[config.mk]
export PLATFORM = sky130hd
export DESIGN_NAME = fp16_div_arbiter
export DESIGN_NICKNAME = d
export VERILOG_FILES = /design/src/rtl/fp16_div_pkg.sv /design/src/rtl/fp16_rr_pick.sv /design/src/rtl/fp16_div_arbiter.sv
export SDC_FILE = /design/constraint.sdc
export NUM_CORES = 1
export LEC_CHECK = 0
export ABC_AREA = 1
export CORE_MARGIN = 5
export CORE_UTILIZATION = 40
export CTS_BUF_LIST = sky130_fd_sc_hd__clkbuf_8 sky130_fd_sc_hd__clkbuf_16
export DETAILED_ROUTE_END_ITERATION = 8
export GPL_TIMING_DRIVEN = 0
export PLACE_DENSITY = 0.91
export SYNTH_ARGS = -nofsm -noshare
export SYNTH_HDL_FRONTEND = slang
export SYNTH_SLANG_ARGS = --single-unit
[constraint.sdc]
create_clock -name clk -period 5.3 [get_ports clk]
set_clock_uncertainty 0.2 [all_clocks]
set_input_delay 1.325 -clock clk [delete_from_list [all_inputs] [get_ports clk]]
set_output_delay 1.325 -clock clk [all_outputs]
set_load 0.05 [all_outputs]
[src/rtl/fp16_div_pkg.sv]
// Shared types and constants for FP16 units that time-share a single divider.
// Latency: n/a (package only).
// Backpressure: n/a (package only).
package fp16_div_pkg;

   localparam int          FP16_W             = 16;
   localparam logic [15:0] FP16_MAX_FINITE    = 16'h7BFF;
   localparam logic [15:0] FP16_ZERO          = 16'h0000;

   // Must stay above the divider's worst-case latency (about 40 cycles).
   localparam int          DEF_TIMEOUT_CYCLES = 63;

   typedef enum logic [1:0] {
      IDLE  = 2'd0,
      ISSUE = 2'd1,
      WAIT  = 2'd2,
      RESP  = 2'd3
   } state_t;

endpackage

[src/rtl/fp16_rr_pick.sv]
// Rotating-priority picker: first set request at or above ptr, wrapping to 0.
// Latency: purely combinational.
// Backpressure: none; the caller decides whether the pick is actually granted.
module fp16_rr_pick #(
   parameter int N    = 4,
   parameter int ID_W = $clog2(N)
) (
   input  logic [N-1:0]    req,
   input  logic [ID_W-1:0] ptr,
   output logic [N-1:0]    grant,
   output logic [ID_W-1:0] grant_idx,
   output logic            any_valid
);

   logic            hi_hit;
   logic            lo_hit;
   logic [ID_W-1:0] hi_idx;
   logic [ID_W-1:0] lo_idx;

   // Lowest request at/above ptr (hi) and lowest request below ptr (lo, the wrap case).
   always_comb begin
      hi_hit = 1'b0;
      lo_hit = 1'b0;
      hi_idx = '0;
      lo_idx = '0;
      for (int i = N - 1; i >= 0; i--) begin
         if (req[i]) begin
            if (ID_W'(i) >= ptr) begin
               hi_hit = 1'b1;
               hi_idx = ID_W'(i);
            end else begin
               lo_hit = 1'b1;
               lo_idx = ID_W'(i);
            end
         end
      end
   end

   // Requests at/above the pointer outrank wrapped ones; grant is one-hot of the pick.
   always_comb begin
      grant_idx        = hi_hit ? hi_idx : lo_idx;
      any_valid        = hi_hit | lo_hit;
      grant            = '0;
      grant[grant_idx] = any_valid;
   end

endmodule

[src/rtl/fp16_div_arbiter.sv]
// Round-robin share of one iterative FP16 divider; one operation in flight, watchdog abort.
// Latency: grant -> ISSUE -> divider latency (or TIMEOUT_CYCLES) -> one-cycle response pulse.
// Backpressure: req_ready only in IDLE with div_idle high; responses cannot be stalled.
module fp16_div_arbiter
   import fp16_div_pkg::*;
#(
   parameter int NUM_REQ        = 4,
   parameter int TIMEOUT_CYCLES = DEF_TIMEOUT_CYCLES,
   parameter int ID_W           = $clog2(NUM_REQ)
) (
   input  logic                     clk,
   input  logic                     rst,
   input  logic [NUM_REQ-1:0]       req_valid,
   output logic [NUM_REQ-1:0]       req_ready,
   input  logic [16*NUM_REQ-1:0]    req_dividend,
   input  logic [16*NUM_REQ-1:0]    req_divisor,
   output logic [NUM_REQ-1:0]       resp_valid,
   output logic [15:0]              resp_data,
   output logic [ID_W-1:0]          resp_id,
   output logic                     resp_err,
   output logic                     timeout_sticky,
   output logic                     busy,
   output logic [15:0]              div_dividend,
   output logic [15:0]              div_divisor,
   output logic                     div_input_valid,
   input  logic [15:0]              div_q,
   input  logic                     div_update,
   input  logic                     div_idle
);

   localparam int              CNT_W    = $clog2(TIMEOUT_CYCLES + 1);
   // WAIT lasts TIMEOUT_CYCLES-1 cycles, so the response lands TIMEOUT_CYCLES after ISSUE.
   localparam logic [CNT_W-1:0] CNT_LAST = CNT_W'(TIMEOUT_CYCLES - 2);

   state_t              state;
   state_t              state_nxt;
   logic [ID_W-1:0]     rr_ptr;
   logic [ID_W-1:0]     id_r;
   logic [15:0]         dividend_r;
   logic [15:0]         divisor_r;
   logic [15:0]         data_r;
   logic                err_r;
   logic                sticky_r;
   logic [CNT_W-1:0]    wd_cnt;

   logic [NUM_REQ-1:0]  pick_gnt;
   logic [ID_W-1:0]     pick_idx;
   logic                pick_any;
   logic [15:0]         sel_dividend;
   logic [15:0]         sel_divisor;
   logic                grant_go;
   logic                wd_expire;

   fp16_rr_pick #(
      .N    (NUM_REQ),
      .ID_W (ID_W)
   ) u_pick (
      .req       (req_valid),
      .ptr       (rr_ptr),
      .grant     (pick_gnt),
      .grant_idx (pick_idx),
      .any_valid (pick_any)
   );

   assign grant_go  = (state == IDLE) && div_idle && pick_any;
   assign wd_expire = (wd_cnt == CNT_LAST);

   // Select the winner's operand slices for capture at grant.
   always_comb begin
      sel_dividend = FP16_ZERO;
      sel_divisor  = FP16_ZERO;
      for (int i = 0; i < NUM_REQ; i++) begin
         if (pick_gnt[i]) begin
            sel_dividend = req_dividend[FP16_W*i +: FP16_W];
            sel_divisor  = req_divisor[FP16_W*i +: FP16_W];
         end
      end
   end

   // State register; reset abandons any in-flight operation without a response.
   always_ff @(posedge clk or posedge rst) begin
      if (rst) begin
         state <= IDLE;
      end else begin
         state <= state_nxt;
      end
   end

   // Next state: a result pulse beats a simultaneous watchdog expiry.
   always_comb begin
      state_nxt = state;
      case (state)
         IDLE:    if (grant_go) state_nxt = ISSUE;
         ISSUE:   state_nxt = WAIT;
         WAIT:    if (div_update || wd_expire) state_nxt = RESP;
         RESP:    state_nxt = IDLE;
         default: state_nxt = IDLE;
      endcase
   end

   // Operand/id capture, watchdog, result capture and pointer advance.
   always_ff @(posedge clk or posedge rst) begin
      if (rst) begin
         rr_ptr     <= '0;
         id_r       <= '0;
         dividend_r <= FP16_ZERO;
         divisor_r  <= FP16_ZERO;
         data_r     <= FP16_ZERO;
         err_r      <= 1'b0;
         sticky_r   <= 1'b0;
         wd_cnt     <= '0;
      end else begin
         case (state)
            IDLE: begin
               if (grant_go) begin
                  dividend_r <= sel_dividend;
                  divisor_r  <= sel_divisor;
                  id_r       <= pick_idx;
               end
            end
            ISSUE: wd_cnt <= '0;
            WAIT: begin
               wd_cnt <= wd_cnt + 1'b1;
               if (div_update) begin
                  data_r <= div_q;
                  err_r  <= 1'b0;
               end else if (wd_expire) begin
                  data_r   <= FP16_ZERO;
                  err_r    <= 1'b1;
                  sticky_r <= 1'b1;
               end
            end
            RESP: begin
               if (id_r == ID_W'(NUM_REQ - 1)) rr_ptr <= '0;
               else                            rr_ptr <= id_r + 1'b1;
            end
            default: ;
         endcase
      end
   end

   // Outputs decoded from registered state; ready is also masked while rst is high.
   always_comb begin
      req_ready       = '0;
      resp_valid      = '0;
      resp_data       = FP16_ZERO;
      resp_id         = '0;
      resp_err        = 1'b0;
      div_input_valid = 1'b0;
      case (state)
         IDLE:  if (div_idle && !rst) req_ready = pick_gnt;
         ISSUE: div_input_valid = 1'b1;
         RESP: begin
            resp_valid[id_r] = 1'b1;
            resp_data        = data_r;
            resp_id          = id_r;
            resp_err         = err_r;
         end
         default: ;
      endcase
   end

   assign busy           = (state != IDLE);
   assign timeout_sticky = sticky_r;
   assign div_dividend   = dividend_r;
   assign div_divisor    = divisor_r;

endmodule

==> impl_metrics.ini, run 1 <==
[global_routing]
grt.total_usage_pct = 25.6
busiest_layer = met2
grt_pass1_wl_um = 23600
grt_pass1_vias = 4819
grtUsageMet3_pct = 7.64
use_met1_pct = 29.6
antenna_found_initial = 0
overflow = 0
grtUsageMet2_pct = 44.4
grt_start_max_net_pins = 32

[logic_synthesis]
ys_warn_count = 0
synth_xor_area_share_pct = 0
synthCells = 587
synth_seq_cells = 62
syn_avg_cell_area_um2 = 6.72
yosys.area_share.simple_pct = 45.8
netlist_area_um2 = 3940
synth_compound_area_share_pct = 2.54
syn_nets = 749
synth.distinct_cells = 26
synthMuxAreaShare_pct = 0.286
synth_top_family_by_area = simple AND/OR/NAND/NOR gates
synthAdderAreaFrac_pct = 3.17
synth_seq_area_share_pct = 39.4

[worst_setup_path]
cp-startpoint = req_valid[1]
arrival_ns = 3.54
cp.required_ns = 3.77
cp-start-kind = input port
crit_type = input port to output pin
endpoint_kind = output pin
path_max_fanout = 10
reg2reg_slack_ns = 3.05
r2r-start = rr_ptr[1]$_DFFE_PP0P_

[pwr]
intPower_uw = 1720
seqPwrFrac_pct = 23.0
p_total_uw = 3550
p_sw_uw = 1840
ir_worst_vdd_v = 0.000280
p_leak_uw = 0.00297
pwr-share-clk_pct = 13.0
swShare_pct = 51.7
power_density_nw_per_um2 = 550
combPwrFrac_pct = 64.0

[detailed_routing]
wl_per_cell_um = 16.0
drtIter0Drc = 284
vias = 4852
antenna_left = 0
wl_um = 15200
viasPerCell = 5.10
first_pass_iters = 7
remaining_drc_errors = 0

[clock_tree]
cts_buffers = 9
clk_path_buf_depth = 2
cts_sinks = 62
path_clk_slew_ns = 0.07
hold_buffers = 0
clk_latency_ns = 0.33
post_cts_buffers = 0
cts_root_buf = clkbuf_8
h-tree-depth = 3
cts_tree = done

[timing]
worst_slack_ns = 0.231
slew_headroom_pct = 36.3
rsz0062_at_grt = no
slew_violations = 0
worst_slew_pin_slew_ns = 0.951
timing_hold_violations_final = 0
fin_crit_sh_pct = 95.6
setup_violations = 0
max_freq_ghz = 0.197
period_minus_slack_ns = 5.07

[layout]
syn_to_final_growth_pct = 63.9
fin_area_um2 = 6460
nets = 975
final_common_cell = clkdlybuf4s50_1
drive_gt1_share_pct = 5.75
n_antenna_cell = 0
mostFrequentLayoutCells = 209 x clkdlybuf4s50_1, 141 x nand2_1, 114 x nand3_1

[placement]
gp_congestion = 0.852
dp_slack_ns = -0.825
hpwl_um = 11600
dpl_cell_area_um2 = 6240
io_buffers = 213

[die]
rows = 36
pin_count = 214
start_util_pct = 40.7
fp.dieW_um = 109
coreArea_um2 = 9680
dieArea_um2 = 11900
die_h_um = 109

[worst_hold_path]
min_from = timeout_sticky$_DFFE_PP0P_
hp-class = register to register

[status]
status = complete, no violations

[job]
drv_cap = 0
[kinds of logic after synthesis]
| family | count (synthesis) |
|---|---|
| compound gates | 16 |
| fa+ha+maj | 10 |
| buf+inv | 86 |
| flops | 62 |
| mux | 1 |
| simple gates | 412 |
[power groups by stage]
| stage | logic [uW] | clock network (uW) | registers [uW] |
|---|---|---|---|
| floorplan | 1080 | 0 | 1240 |
| global placement | 2230 | 0 | 814 |
| detailed placement | 2270 | 0 | 825 |
| CTS | 2280 | 472 | 816 |
| global route | 2470 | 496 | 846 |
| finish | 2270 | 463 | 816 |
[stage by stage]
| stage | setup TNS (ns) | std cells | utilization, % | hold WS [ns] |
|---|---|---|---|---|
| global placement | -2.77 | 933 | 64.5 | 0.258 |
| global route | 0 | 951 | 66.7 | 0.303 |
| finish | 0 | 951 | 66.7 | 0.284 |
| detailed placement | -3.18 | 933 | 64.5 | 0.263 |
| floorplan | 0 | 587 | - | 0.269 |
| CTS | 0 | 951 | 66.8 | 0.281 |
[repair_timing]
action	4_1_cts	5_1_grt
setup endpoints to repair	4	3
cloned	2	0
gates resized for setup	3	7
[cell type report]
| type | instances | area, um2 |
|---|---|---|
| plain buffers | 39 | 174 |
| clock buffers | 10 | 138 |
| clock inverters | 6 | 77.6 |
| fillers | 853 | 3220 |
| inverters | 47 | 180 |
| multi-input cells | 439 | 2040 |
| flip-flops and latches | 62 | 1550 |
| well taps | 133 | 166 |
| repair buffers | 213 | 2120 |
| repair inverters | 2 | 12.5 |
[worst max-delay path, cell delays in order]
cell,delay [ns]
clkdlybuf4s50_1,0.47
inv_1,0.08
nor2_1,0.05
a21oi_2,0.19
nand3_2,0.20
nand2_2,0.17
buf_4,0.20
inv_1,0.09
nor3_1,0.19
dlygate4sd2_1,0.56
[cell usage after synthesis]
cell | n | area (um2)
nand2_1 | 141 | 529
nand3_1 | 114 | 571
nor2_1 | 110 | 413
dfrtp_1 | 62 | 1550
inv_1 | 43 | 161
nand4_1 | 33 | 206
clkbuf_1 | 22 | 82.6
buf_2 | 13 | 65.1
ha_1 | 10 | 125
nor3_1 | 7 | 35.0
o21ai_0 | 5 | 25.0
a21oi_1 | 4 | 20.0
a21oi_2 | 3 | 26.3
buf_4 | 3 | 22.5
inv_2 | 3 | 11.3
nand2_2 | 2 | 12.5
nor3b_1 | 2 | 15.0
o21bai_1 | 2 | 15.0
a22oi_1 | 1 | 7.51
buf_1 | 1 | 3.75
clkinv_1 | 1 | 3.75
mux2_2 | 1 | 11.3
nand3_2 | 1 | 10.0
nor2_2 | 1 | 6.26
o22ai_1 | 1 | 6.26
or2_2 | 1 | 6.26
[registers in the layout, summed over array words and instances (netlist names)]
name            count
div_divisor        16
wd_cnt              6
data_r             16
id_r                2
state               2
err_r               1
rr_ptr              2
div_dividend       16
timeout_sticky      1
[path summary, 6_finish.rpt]
kind | endpoint | cells after the start
worst max-delay path | req_ready[0] | 10
worst min-delay path | timeout_sticky$_DFFE_PP0P_ | 1
worst max register to register | div_dividend[1]$_DFFE_PP0P_ | 9
worst min register to register | timeout_sticky$_DFFE_PP0P_ | 1
max in group asynchronous | div_divisor[11]$_DFFE_PP0P_ | 2
min in group asynchronous | wd_cnt[2]$_DFFE_PP0P_ | 2
[metal layers]
| layer | vias up | wire length, um |
|---|---|---|
| li1 | 2347 | - |
| met1 | 2215 | 5650 |
| met2 | 256 | 7630 |
| met3 | 34 | 1560 |
| met4 | 0 | 398 |
| met5 | - | 0 |
(Power assumes the default switching activity.)
==> run 2: changes to the inputs <==
- SKIP_LAST_GASP: not set -> 1
==> impl_metrics.ini, run 2 (same netlist as run 1, synthesis figures left out) <==
[status]
status = complete, no violations

[timing]
timing_hold_violations_final = 0
setup_violations = 0
rsz0062_at_grt = no
period_minus_slack_ns = 5.03
max_freq_ghz = 0.199
whs_ns = 0.285
slew_headroom_pct = 36.3
fin_crit_sh_pct = 95.0
worst_slew_pin_slew_ns = 0.950
finalSetupTns_ns = 0
worst_slack_ns = 0.266
slew_violations = 0

[worst_setup_path]
r2r-start = rr_ptr[1]$_DFFE_PP0P_
cp.required_ns = 3.77
crit_slowest_cell = clkdlybuf4s50_1
cp-start-kind = input port
crit_type = input port to output pin
endpoint_kind = output pin
worstReg2RegEnd = div_dividend[1]$_DFFE_PP0P_
crit_chain = clkdlybuf4s50_1 -> inv_1 -> nor2_1 -> nor2_1 -> a21oi_2 -> nand2_2 -> buf_4 -> buf_4 -> nor3_1 -> clkbuf_2
path_max_fanout = 10
slowest_delay_ns = 0.53
reg2reg_slack_ns = 3.05
worst-r2r-cell-count = 9
arrival_ns = 3.51

[detailed_routing]
wl_per_cell_um = 16.0
viasPerCell = 5.11
remaining_drc_errors = 0
antenna_left = 0
wl_um = 15200
vias = 4859
drtIter0Drc = 276
first_pass_iters = 6

[placement]
place_inst = 933
dp_slack_ns = -0.825
gp_congestion = 0.852
io_buffers = 213
hpwl_um = 11600

[die]
start_util_pct = 40.7
die_h_um = 109
pin_count = 214
dieArea_um2 = 11900
fp.dieW_um = 109
coreArea_um2 = 9680
rows = 36

[pwr]
p_leak_uw = 0.00299
power_density_nw_per_um2 = 549
p_total_uw = 3550
intPower_uw = 1720
swShare_pct = 51.7
ir_worst_vdd_v = 0.000280
combPwrFrac_pct = 64.0
seqPwrFrac_pct = 23.0
p_sw_uw = 1840
pwr-share-clk_pct = 13.0

[layout]
final_common_cell = clkdlybuf4s50_1
n_antenna_cell = 0
multi_input_area_um2 = 2040
syn_to_final_growth_pct = 64.0
drive_gt1_share_pct = 5.75
mostFrequentLayoutCells = 209 x clkdlybuf4s50_1, 141 x nand2_1, 114 x nand3_1
filler_cell_count = 852
final-seq-area_um2 = 1550
nets = 975
layoutNonFillerInstCount = 951

[worst_hold_path]
hp-class = register to register
hold_depth = 1
min_from = timeout_sticky$_DFFE_PP0P_
min_delay_worst_endpoint = timeout_sticky$_DFFE_PP0P_

[clock_tree]
cts_tree = done
path_clk_slew_ns = 0.07
cts_buffers = 9
cts_root_buf = clkbuf_8
cts_sinks = 62
clk_latency_ns = 0.33
clk_path_buf_depth = 2
hold_buffers = 0
h-tree-depth = 3

[global_routing]
overflow = 0
grt_pass1_vias = 4819
grt.total_usage_pct = 25.6
grt_start_max_net_pins = 32
grt_pass1_wl_um = 23600
antenna_found_initial = 0

[job]
drv_cap = 0
-- run 2: cell types whose count changed in the layout (fill, tap and decap cells not counted) --
cell            before  now
dlymetal6s2s_1       1    2
dlygate4sd2_1        1    0
-- run 2: worst max-delay path, delay by kind of cell --
| family | cells | cell delay, ns |
|---|---|---|
| compound gates | 1 | 0.33 |
| simple gates | 4 | 0.54 |
| buf+inv | 5 | 1.30 |
-- run 2: worst max-delay path by stage --
| stage | start | to | depth (start not counted) |
|---|---|---|---|
| floorplan | rst | req_ready[0] | 3 |
| global placement | rst | req_ready[0] | 5 |
| detailed placement | rst | req_ready[0] | 5 |
| CTS | req_valid[1] | req_ready[0] | 10 |
| global route | req_valid[1] | req_ready[3] | 10 |
| finish | req_valid[1] | req_ready[3] | 10 |
-- run 2: cell type report --
| type | count | area share (%) |
|---|---|---|
| multi-input cells | 439 | 31.6 |
| clock inverters | 6 | 1.20 |
| clock buffers | 10 | 2.13 |
| inverters | 47 | 2.79 |
| plain buffers | 39 | 2.69 |
| well taps | 133 | 2.57 |
| flip-flops and latches | 62 | 24.0 |
| repair buffers | 213 | 32.9 |
| repair inverters | 2 | 0.193 |
-- run 2: what timing repair did --
item	CTS	global route
setup endpoints to repair	4	4
endpoints found under the hold margin	0	0
resized for setup	2	8
pin swaps	0	0
buffers inserted	0	0
cloned	2	0
-- run 2: metrics by stage --
step,area [um2],util [%]
6_report,6470,66.8
5_1_grt,6470,66.8
4_1_cts,6470,66.8
3_5_place_dp,6240,64.5
3_3_place_gp,6240,64.5
2_1_floorplan,3950,-
-- run 2: power groups by stage --
stage	clock network [uW]	logic, uW	registers (uW)
3_3_place_gp	0	2230	814
5_1_grt	496	2470	846
4_1_cts	472	2280	816
3_5_place_dp	0	2270	825
2_1_floorplan	0	1080	1240
6_report	463	2270	816
-- run 2: layer usage --
metal | global-route usage, % | vias to the layer above | part of all wire [%]
met5 | 0 | - | 0
met4 | 9.71 | 0 | 2.6
met3 | 7.64 | 34 | 10
met2 | 44.4 | 260 | 50
met1 | 29.6 | 2218 | 37
li1 | - | 2347 | -
==> edit: new RTL, flow settings as in run 2 <==
Re-encode `state_t` (4 states) as one-hot, 4 bits wide.
--- a/src/rtl/fp16_div_pkg.sv
+++ b/src/rtl/fp16_div_pkg.sv
@@ -10,11 +10,11 @@
    // Must stay above the divider's worst-case latency (about 40 cycles).
    localparam int          DEF_TIMEOUT_CYCLES = 63;
 
-   typedef enum logic [1:0] {
-      IDLE  = 2'd0,
-      ISSUE = 2'd1,
-      WAIT  = 2'd2,
-      RESP  = 2'd3
+   typedef enum logic [3:0] {
+      IDLE  = 4'b0001,
+      ISSUE = 4'b0010,
+      WAIT  = 4'b0100,
+      RESP  = 4'b1000
    } state_t;
 
 endpackage
Formal check against the unedited RTL: no difference found for any inputs over 10 cycles, from zero or initial values and one cycle with rst high; not proved beyond that.
==> edit against run 2 <==
Wire length down 3.7%. Largest cell class unchanged. Combinational power down 19%. Sequential cell count up 2. Sequential power up 0.9%. Setup slack worse by 5.4 ps. Clock power down 3%. Area after synthesis up 1.5%. Design area up 0.81%. Total power down 12%. Hold slack better by 2.2 ps. Sequential share of layout area up 0.59 points. Maximum frequency down 0.11%.
==> edit: results (changes against run 2) <==
Worst Setup EP req_ready[0] (was req_ready[3]); switching power 0.00150 W (was 0.00184 W); end of the worst register-to-register path div_divisor[0] (was div_dividend[1]); Via density 4.92 (was 5.11); largest cells by area after synthesis dfrtp_1 39%, nand2_1 10%, nand3_1 9.8% (was dfrtp_1 39%, nand3_1 14%, nand2_1 13%); gpl congestion 0.859 (was 0.852); Overall Global Routing Usage 23.7% (was 25.6%); Setup WS pre-CTS -132 ps (was -825 ps); Worst Setup End Kind primary output (unchanged); Fin Hold WS 287 ps (was 285 ps); vias in the first global route 4578 (was 4819); synth unique cells 32 (was 26); post-synthesis sequential area ratio 40.0% (was 39.4%); most frequent cells after synthesis 108 x nand2_1, 103 x nor2_1, 78 x nand3_1 (was 141 x nand2_1, 114 x nand3_1, 110 x nor2_1); worst reg2reg path depth 10 (was 9); DP HPWL 11800 um (was 11600 um); Leak 2.94 nW (was 2.99 nW); Slew HR 59.4% (was 36.3%); largest net degree at the start of global routing 40 (was 32); first-pass GRT wire length 22100 um (was 23600 um); layout cell share with drive strength beyond 1 7.97% (was 5.75%); final net count 957 (was 975); initial DRC count 235 (was 276); CP max stage delay 560 ps (was 530 ps); Max VDD drop 0.267 mV (was 0.280 mV); Final Cycle Share 95.1% (was 95.0%); Post-Syn Nets 732 (was 749); outcome completed (unchanged); PortBufs 212 (was 213)
[edit: cell types whose count changed after synthesis, moves of 6 or more]
cell,delta
nand4_1,-19
buf_6,+6
o21ai_2,+8
o21ai_1,+25
clkbuf_1,-14
nor2_1,-7
o21ai_0,+27
nand2_1,-33
inv_1,+28
nand3_1,-36
[edit: worst min path at each step]
stage                      from               end  cells after the start
4_1_cts          timeout_sticky    timeout_sticky                      1
3_5_place_dp     timeout_sticky    timeout_sticky                      1
3_3_place_gp          wd_cnt[5]         wd_cnt[5]                      1
6_report         timeout_sticky    timeout_sticky                      1
2_1_floorplan         wd_cnt[5]         wd_cnt[5]                      1
5_1_grt        div_dividend[14]  div_dividend[14]                      2
[edit: worst reg2reg max path: stages (launching register included)]
cell,delay [ps]
dfrtp_1,460
nor2_1,130
nand2_1,90
nand2_2,130
inv_1,60
nand2_2,170
buf_1,430
nand4_1,220
nand4_1,150
nand2_1,60
nand2_1,50
[edit: power by group through the flow]
stage / combinational, W / clock [W] / sequential [W]
after floorplan: 0.000807 / 0 / 0.00123
after global placement: 0.00182 / 0 / 0.000819
after CTS: 0.00185 / 0.000460 / 0.000822
after detailed placement: 0.00185 / 0 / 0.000830
final: 0.00184 / 0.000450 / 0.000823
after global routing: 0.00200 / 0.000478 / 0.000851
[edit: layout make-up]
type                            instances  share of cell area (%)
Sequential cell                        64                    24.6
Timing Repair inverter                  1                  0.0768
Tap cell                              133                    2.55
Inverter                               75                    4.41
Clock inverter                          6                    1.19
Buffer                                 31                    2.90
Multi-Input combinational cell        404                    29.6
Clock buffer                            9                    1.90
Timing Repair Buffer                  213                    32.8
[edit: logic make-up (layout without fill, tap and decap cells)]
kind of cell / after synthesis / count (layout) / synth area share (%)
AO/OA/AOI/OAI: 74 / 74 / 10.2
XOR/XNOR: 1 / 1 / 0.219
adder cells (fa/ha/maj): 6 / 6 / 1.88
buffers and inverters: 106 / 335 / 11.8
flip-flops: 64 / 64 / 40.0
AND/OR/NAND/NOR: 323 / 323 / 35.8
[edit: layer usage]
metal	wire length, um	GRT usage (%)
met1	5350	25.1
met3	1550	7.75
met4	287	7.48
met5	0	0
met2	7490	44.2
[edit: stage by stage]
stage,std cells,area [um2]
global placement,919,6290
floorplan,574,4010
global route,936,6520
CTS,936,6520
finish,936,6520
detailed placement,920,6310
[edit: repair_timing]
| item | CTS | global route |
|---|---|---|
| cloned | 1 | 0 |
| resized for setup | 3 | 1 |
| setup buffers | 0 | 0 |
| hold endpoints to repair | 0 | 0 |
| setup endpoints to repair | 4 | 1 |
| hold buffers | 0 | 0 |
